<file path="src/rtl/uart_byte_rx.sv">
`default_nettype none
// ============================================================================
// Module  : uart_byte_rx
// Brief   : 8N1 UART byte receiver with mid-bit sampling, one-byte holding
//           register, frame-error pulse and sticky overrun flag.
// Revision: 1.0 - initial release
// ============================================================================
module uart_byte_rx #(
  parameter int CNT = 109
) (
  input  logic       clk,
  input  logic       rst,
  input  logic       rx,
  input  logic       data_ready,
  input  logic       overrun_clr,
  output logic [7:0] RX,
  output logic       rx_valid,
  output logic       rx_byte_stop,
  output logic       frame_err,
  output logic       overrun
);

  localparam logic [1:0] c_idle  = 2'd0;
  localparam logic [1:0] c_start = 2'd1;
  localparam logic [1:0] c_data  = 2'd2;
  localparam logic [1:0] c_stop  = 2'd3;

  localparam logic [15:0] c_half_cnt = 16'((CNT - 1) / 2);
  localparam logic [15:0] c_last_cnt = 16'(CNT - 1);

  logic        r_sync1;
  logic        r_sync2;
  logic        r_sync_d;
  logic [1:0]  r_state;
  logic [15:0] r_cnt;
  logic [2:0]  r_bit_idx;
  logic [7:0]  r_shift;
  logic        r_wait_high;
  logic [7:0]  r_rx_data;
  logic        r_rx_valid;
  logic        r_byte_stop;
  logic        r_frame_err;
  logic        r_overrun;

  logic w_fall;
  logic w_tick_half;
  logic w_tick_bit;
  logic w_stop_sample;
  logic w_good;
  logic w_bad;
  logic w_overrun_set;

  assign w_fall        = r_sync_d & ~r_sync2;
  assign w_tick_half   = (r_cnt == c_half_cnt);
  assign w_tick_bit    = (r_cnt == c_last_cnt);
  assign w_stop_sample = (r_state == c_stop) && !r_wait_high && w_tick_bit;
  assign w_good        = w_stop_sample && r_sync2;
  assign w_bad         = w_stop_sample && !r_sync2;
  assign w_overrun_set = w_good && r_rx_valid && !data_ready;

  // Synchronizer flops reset high so reset release never looks like a start edge
  always_ff @(posedge clk or posedge rst) begin
    if (rst) begin
      r_sync1  <= 1'b1;
      r_sync2  <= 1'b1;
      r_sync_d <= 1'b1;
    end else begin
      r_sync1  <= rx;
      r_sync2  <= r_sync1;
      r_sync_d <= r_sync2;
    end
  end

  always_ff @(posedge clk or posedge rst) begin
    if (rst) begin
      r_state     <= c_idle;
      r_cnt       <= 16'd0;
      r_bit_idx   <= 3'd0;
      r_shift     <= 8'h00;
      r_wait_high <= 1'b0;
    end else begin
      case (r_state)
        c_idle: begin
          r_wait_high <= 1'b0;
          if (w_fall) begin
            r_state <= c_start;
            r_cnt   <= 16'd0;
          end
        end
        c_start: begin
          if (w_tick_half) begin
            r_cnt <= 16'd0;
            if (!r_sync2) begin
              r_state   <= c_data;
              r_bit_idx <= 3'd0;
            end else begin
              r_state <= c_idle;
            end
          end else begin
            r_cnt <= r_cnt + 16'd1;
          end
        end
        c_data: begin
          if (w_tick_bit) begin
            r_cnt              <= 16'd0;
            r_shift[r_bit_idx] <= r_sync2;
            r_bit_idx          <= r_bit_idx + 3'd1;
            if (r_bit_idx == 3'd7) begin
              r_state <= c_stop;
            end
          end else begin
            r_cnt <= r_cnt + 16'd1;
          end
        end
        c_stop: begin
          // After a bad stop bit, park here until the line idles high again
          if (r_wait_high) begin
            if (r_sync2) begin
              r_state     <= c_idle;
              r_wait_high <= 1'b0;
            end
          end else if (w_tick_bit) begin
            r_cnt <= 16'd0;
            if (r_sync2) begin
              r_state <= c_idle;
            end else begin
              r_wait_high <= 1'b1;
            end
          end else begin
            r_cnt <= r_cnt + 16'd1;
          end
        end
        default: begin
          r_state <= c_idle;
        end
      endcase
    end
  end

  always_ff @(posedge clk or posedge rst) begin
    if (rst) begin
      r_rx_data   <= 8'h00;
      r_rx_valid  <= 1'b0;
      r_byte_stop <= 1'b0;
      r_frame_err <= 1'b0;
      r_overrun   <= 1'b0;
    end else begin
      r_byte_stop <= w_good;
      r_frame_err <= w_bad;
      // A new byte replaces the held one only if the held one is consumed now
      if (w_good && !w_overrun_set) begin
        r_rx_data  <= r_shift;
        r_rx_valid <= 1'b1;
      end else if (r_rx_valid && data_ready) begin
        r_rx_valid <= 1'b0;
      end
      if (w_overrun_set) begin
        r_overrun <= 1'b1;
      end else if (overrun_clr) begin
        r_overrun <= 1'b0;
      end
    end
  end

  assign RX           = r_rx_data;
  assign rx_valid     = r_rx_valid;
  assign rx_byte_stop = r_byte_stop;
  assign frame_err    = r_frame_err;
  assign overrun      = r_overrun;

endmodule
`default_nettype wire

</file>
<file path="config.mk">
export PLATFORM = sky130hd
export DESIGN_NAME = uart_byte_rx
export DESIGN_NICKNAME = d
export VERILOG_FILES = /design/src/rtl/uart_byte_rx.sv
export SDC_FILE = /design/constraint.sdc
export NUM_CORES = 1
export LEC_CHECK = 0
export ABC_CLOCK_PERIOD_IN_PS = 2020
export BUFFER_PORTS_ARGS = -buffer_cell sky130_fd_sc_hd__clkbuf_2
export CAP_MARGIN = 20
export CORE_MARGIN = 5
export CORE_UTILIZATION = 35
export DETAILED_ROUTE_END_ITERATION = 8
export SETUP_SLACK_MARGIN = 0.4
export SYNTH_ARGS = -nofsm -noshare
export SYNTH_HDL_FRONTEND = slang
export SYNTH_SLANG_ARGS = --single-unit
export TNS_END_PERCENT = 5
</file>
<file path="constraint.sdc">
create_clock -name clk -period 2.02 [get_ports clk]
set_input_delay 0.303 -clock clk [delete_from_list [all_inputs] [get_ports clk]]
set_output_delay 0.303 -clock clk [all_outputs]
set_load 0.005 [all_outputs]
</file>
==> Word level (Yosys, flattened, before mapping) <==
Cells that the tools add are included.
Widths: inputs -> output; s select.
{ "op_classes": {"addsub": 2, "muxes": 29, "magnitude_cmp": 2, "bitwise": 2, "n_reduce_logical": 22, "n_eq_ne": 13} }
{ "ops": {"columns": ["operator", "count"], "rows": [
  ["$mux 16", 4],
  ["$pmux 16 s4", 1],
  ["$add 16x1->16 const B", 1],
  ["$eq 16x6->1 const B", 1],
  ["$eq 16x7->1 const B", 1],
  ["$mux 2", 8],
  ["$ne 2x2->1 const B", 6],
  ["$logic_and 1x1->1", 9],
  ["$mux 3", 3],
  ["$bwmux 8", 1],
  ["$mux 1", 8],
  ["$pmux 2 s4", 1],
  ["$reduce_bool 2->1", 4],
  ["$pmux 3 s2", 1],
  ["$reduce_and 5->1", 1],
  ["$eq 2x2->1 const B", 2],
  ["$logic_not 1->1", 4],
  ["$lt 3x4->1 const B", 1],
  ["$reduce_and 2->1", 2],
  ["$reduce_and 4->1", 1],
  ["$add 3x1->3 const B", 1],
  ["$demux 1 s3", 1],
  ["$eq 3x3->1 const B", 1],
  ["$ge 3x1->1 const B", 1],
  ["6 further kinds", 6]
]} }
{ "totals": {"in_bits": 5, "regBits": 45, "word_cells": 83, "out_inout_bits": 12} }

==> Longest topological paths before layout <==
{ "logic_depth": {"word_depth": 9, "ltp_mapped": 9, "depth_no_buf": 7} }

==> Worst setup path before layout <==
OpenSTA, ideal clock, no wires.
{ "synth_timing": {"path_type": "register -> register", "from": "register r_cnt[0]", "to": "register r_cnt[14]", "required_ns": 1.902, "n_path_buf": 1, "slack_ns": 0.085, "stages_incl_launch_ff": 9, "arrival_time_ns": 1.817, "synth_period_minus_slack_ns": 1.935, "setup_time_ns": 0.118, "cell_sequence": "dfrtp_1 > inv_1 > ha_1 > nor4bb_1 > nand4_2 > a32o_2 > buf_6 > a21o_1 > a21o_1"} }
{ "synth_between": {"elab_chain_cells": 4, "elab_cells_between_ends": 7, "classes_between": "add/sub (1); eq/ne (2); mux (4)"} }
{ "synth_lines": {"columns": ["element", "line_no", "rtl"], "rows": [
  ["start, declared", "35", "logic [15:0] r_cnt;"],
  ["start signal, assigned", "100", "r_cnt <= r_cnt + 16'd1;"],
  ["start signal, assigned", "112", "r_cnt <= r_cnt + 16'd1;"],
  ["start signal, assigned", "130", "r_cnt <= r_cnt + 16'd1;"],
  ["$add 16x1->16 or $eq 16x7->1 (tied branches)", null, null],
  ["$mux 16", "104, 122", null],
  ["$mux 16", "117", "if (r_wait_high) begin"],
  ["$pmux 16 s4 *", "82", "case (r_state)"]
]} }
Every way passes the cells marked *; elsewhere a longest branch is shown, timed or not. The select of a mux whose other input is x is not followed.
A chain may end at the register's enable or synchronous reset.

==> Worst setup path in the final report <==
{ "layout_timing": {"from": "register r_cnt[1]", "to": "register r_rx_data[6], in the netlist RX[6]"} }
{ "layout_between": {"elab_chain_cells": 7} }
{ "layout_lines": {"columns": ["element", "line_no", "rtl"], "rows": [
  ["$eq 16x7->1 *", "55", "assign w_tick_bit = (r_cnt == c_last_cnt);"],
  ["$logic_and 1x1->1 *", "56", "assign w_stop_sample = (r_state == c_stop) && !r_wait_high && w_tick_bit;"],
  ["$logic_and 1x1->1 *", "57", "assign w_good = w_stop_sample && r_sync2;"],
  ["$logic_and 1x1->1 (2 in a row)", "59", "assign w_overrun_set = w_good && r_rx_valid && !data_ready;"],
  ["$logic_not 1->1", "151", "if (w_good && !w_overrun_set) begin"],
  ["$logic_and 1x1->1 *", "151", null],
  ["end signal, assigned", "152", "r_rx_data <= r_shift;"],
  ["end, declared", "39", "logic [7:0] r_rx_data;"]
]} }
Every way passes the cells marked *; elsewhere a longest branch is shown, timed or not.

==> results.sh <==
export IMPL_worstPathBufferInverterCount=2
export IMPL_ant_nets=0
export IMPL_power_ir_vdd_worst_uv=487
export IMPL_die_y_microns=91.6
export IMPL_synth_async_sr_flop_share=1.00
export IMPL_synthFlopType="dfrtp_1"
export IMPL_drt_wl_total_mm=4.85
export IMPL_path_max_fanout=8
export IMPL_max_stage_delay_ns=0.43
export IMPL_cts_root_buf="clkbuf_8"
export IMPL_grt_pass1_vias=1767
export IMPL_cp_top_family="simple AND/OR/NAND/NOR gates"
export IMPL_clk_latency_ns=0.30
export IMPL_cts_tree="built"
export IMPL_hold_violations=0
export IMPL_synth_cell_types=44
export IMPL_layout_common_cells="41 x dfrtp_1, 22 x buf_4, 18 x nand2_1, 17 x nand3_1, 16 x clkbuf_2"
export IMPL_crit_slowest_cell="dfrtp_1"
export IMPL_antenna_found_initial=0
export IMPL_fin_tns_setup_ns=0
export IMPL_p_leak_nw=1.34
export IMPL_die_w_microns=91.6
export IMPL_required_ns=2.22
export IMPL_areaGrowthSynthToFinish_pct=22.6
export IMPL_place_inst=332
export IMPL_avgSynthCellArea_sq_um=10.5
export IMPL_worstSetupEndpointType="flop"
export IMPL_setup_viol=0
export IMPL_cts_buffers=5
export IMPL_gp_congestion=0.790
export IMPL_ys_seq_area_frac=0.485
export IMPL_initial_core_util=0.363
export IMPL_relSlewSlack=0.602
export IMPL_dp_hpwl_mm=3.61
export IMPL_die_area_sq_um=8390
export IMPL_min_path_type="input port to async pin"
export IMPL_critPathArrivalTime_ns=2.10
export IMPL_path_class="flop to flop"
export IMPL_synth_edf_count=0
export IMPL_antenna_cells=0
export IMPL_maxCapViolCount=0
export IMPL_wl_per_cell_microns=14.2
export IMPL_drive_gt1_frac=0.345
export IMPL_worstRegToRegCells=7
export IMPL_slew_viol_final=0
export IMPL_avgViaCountPerCell=5.26
export IMPL_fin_crit_sh=0.941
export IMPL_core_sq_um=6420
export IMPL_rows=29
export IMPL_yosys_warnings=0
export IMPL_fin_nets=277
export IMPL_htree_levels=2
export IMPL_period_minus_slack_ns=1.90
export IMPL_final_common_cell="dfrtp_1"
export IMPL_cellPowerDensity_nw_per_um2=884
export IMPL_syn_inst=222
export IMPL_ys_ff_latch=45
export IMPL_cts_hold_buf=0
export IMPL_grt_max_degree=28
export IMPL_clk_pin_slew_worst_paths_ns=0.09
export IMPL_grt_pass1_wl_mm=8.41
export IMPL_outcome="complete, no violations"
export IMPL_cp_depth=7
export IMPL_crit_path_start_kind="flop"
export IMPL_clock_sinks=45
export IMPL_fmax_mhz=526
export IMPL_syn_nets=236
export IMPL_tightest_slew_ns=0.596
export IMPL_netlist_area_sq_um=2330
export IMPL_drc=0
export IMPL_design_portCount=17
export IMPL_fill_cells=593
export IMPL_ctsLongestPathBuffers=2
export IMPL_vias=1792
export IMPL_drt_iter0_drc=60
export IMPL_cp_cell_sequence="inv_1, ha_1, and4b_2, and4_4, and4_4, buf_12, mux2_4"
export IMPL_overflow=0
export IMPL_rsz0062_at_grt="yes"
export IMPL_grtUsageTotal=0.123
export IMPL_worst_path_most_repeated_cell="and4_4"
export IMPL_clock_skew_ns=0.00820
export IMPL_numPortBuffers=16
export IMPL_stdcell_count=341
export IMPL_dr_pass1_iters=4
==> per-stage QoR <==
step           worst slack, ns  power [W]  hold slack [ns]   util  instance area, sq um
5_1_grt                 0.0424    0.00272           0.0755  0.445                  2860
3_5_place_dp             0.111    0.00194            0.347  0.423                  2720
3_3_place_gp             0.122    0.00194            0.347  0.423                  2720
2_1_floorplan            0.194    0.00167            0.307      -                  2400
4_1_cts                  0.124    0.00255           0.0600  0.442                  2840
6_report                 0.120    0.00253           0.0412  0.445                  2860
==> final timing paths <==
check	from	to	slack, ns
setup / recovery	r_cnt[1]	RX[6]	0.12
hold / removal	rst	RX[6]	0.04
min in group clk	rx	r_sync1	0.08
setup reg to reg	r_cnt[1]	RX[6]	0.12
max in group asynchronous	rst	r_shift[0]	1.40
hold reg to reg	r_sync1	r_sync2	0.35
==> flip-flops by register name (all words and copies together) (netlist names), 3 cells and up, named ones only <==
| name | count |
|---|---|
| RX | 8 |
| r_cnt | 16 |
| r_shift | 8 |
| r_bit_idx | 3 |
==> routing by layer <==
metal  global-route usage  vias to the layer above  wire length, microns
li1                     -                      897                     -
met1                0.156                      860                  2300
met2                0.206                       28                  2330
met3               0.0289                        7                   159
met4               0.0377                        0                    57
met5                    0                        -                     0
==> report_power, final <==
group | switching [W] | internal [W]
Clock | 0.000331 | 0.000250
Sequential | 0.0000324 | 0.000941
Combinational | 0.000579 | 0.000392
==> Yosys cell counts, types with 4 or more instances <==
cell type	number	area, sq um
a21oi_1	6	30.0
a22o_1	6	52.6
dfrtp_1	42	1050
ha_1	9	113
inv_1	13	48.8
mux2_2	15	169
nand2_1	19	71.3
nand2b_1	7	43.8
nand3_1	17	85.1
nor2_1	11	41.3
nor3_1	10	50.1
o21ai_0	10	50.1
o21ai_1	5	25.0
o311ai_0	4	35.0
==> layout make-up <==
| cell class | count | area [sq um] | area share |
|---|---|---|---|
| multi-input combinational | 158 | 1210 | 0.424 |
| sequential | 45 | 1130 | 0.396 |
| timing repair buffer | 40 | 277 | 0.0968 |
| tap | 77 | 96.3 | 0.0337 |
| clock buffer | 5 | 68.8 | 0.0241 |
| inverter | 13 | 48.8 | 0.0171 |
| clock inverter | 3 | 25.0 | 0.00876 |
==> cells by family (layout without fill, tap and decap cells) <==
family | count (synthesis) | after routing | share of synthesized area
and+or+nand+nor | 89 | 89 | 0.218
AOI/OAI and AO/OA | 42 | 42 | 0.124
adders and majority gates | 9 | 9 | 0.0483
buffers and inverters | 19 | 61 | 0.0387
DFF | 45 | 45 | 0.485
muxes | 18 | 18 | 0.0859
==> what timing repair did <==
item,in CTS,in global routing
pin swaps,3,5
setup buffers,1,0
setup endpoints to repair,38,40
resized for setup,6,6
No activity file was read; power rests on OpenSTA's default activity.
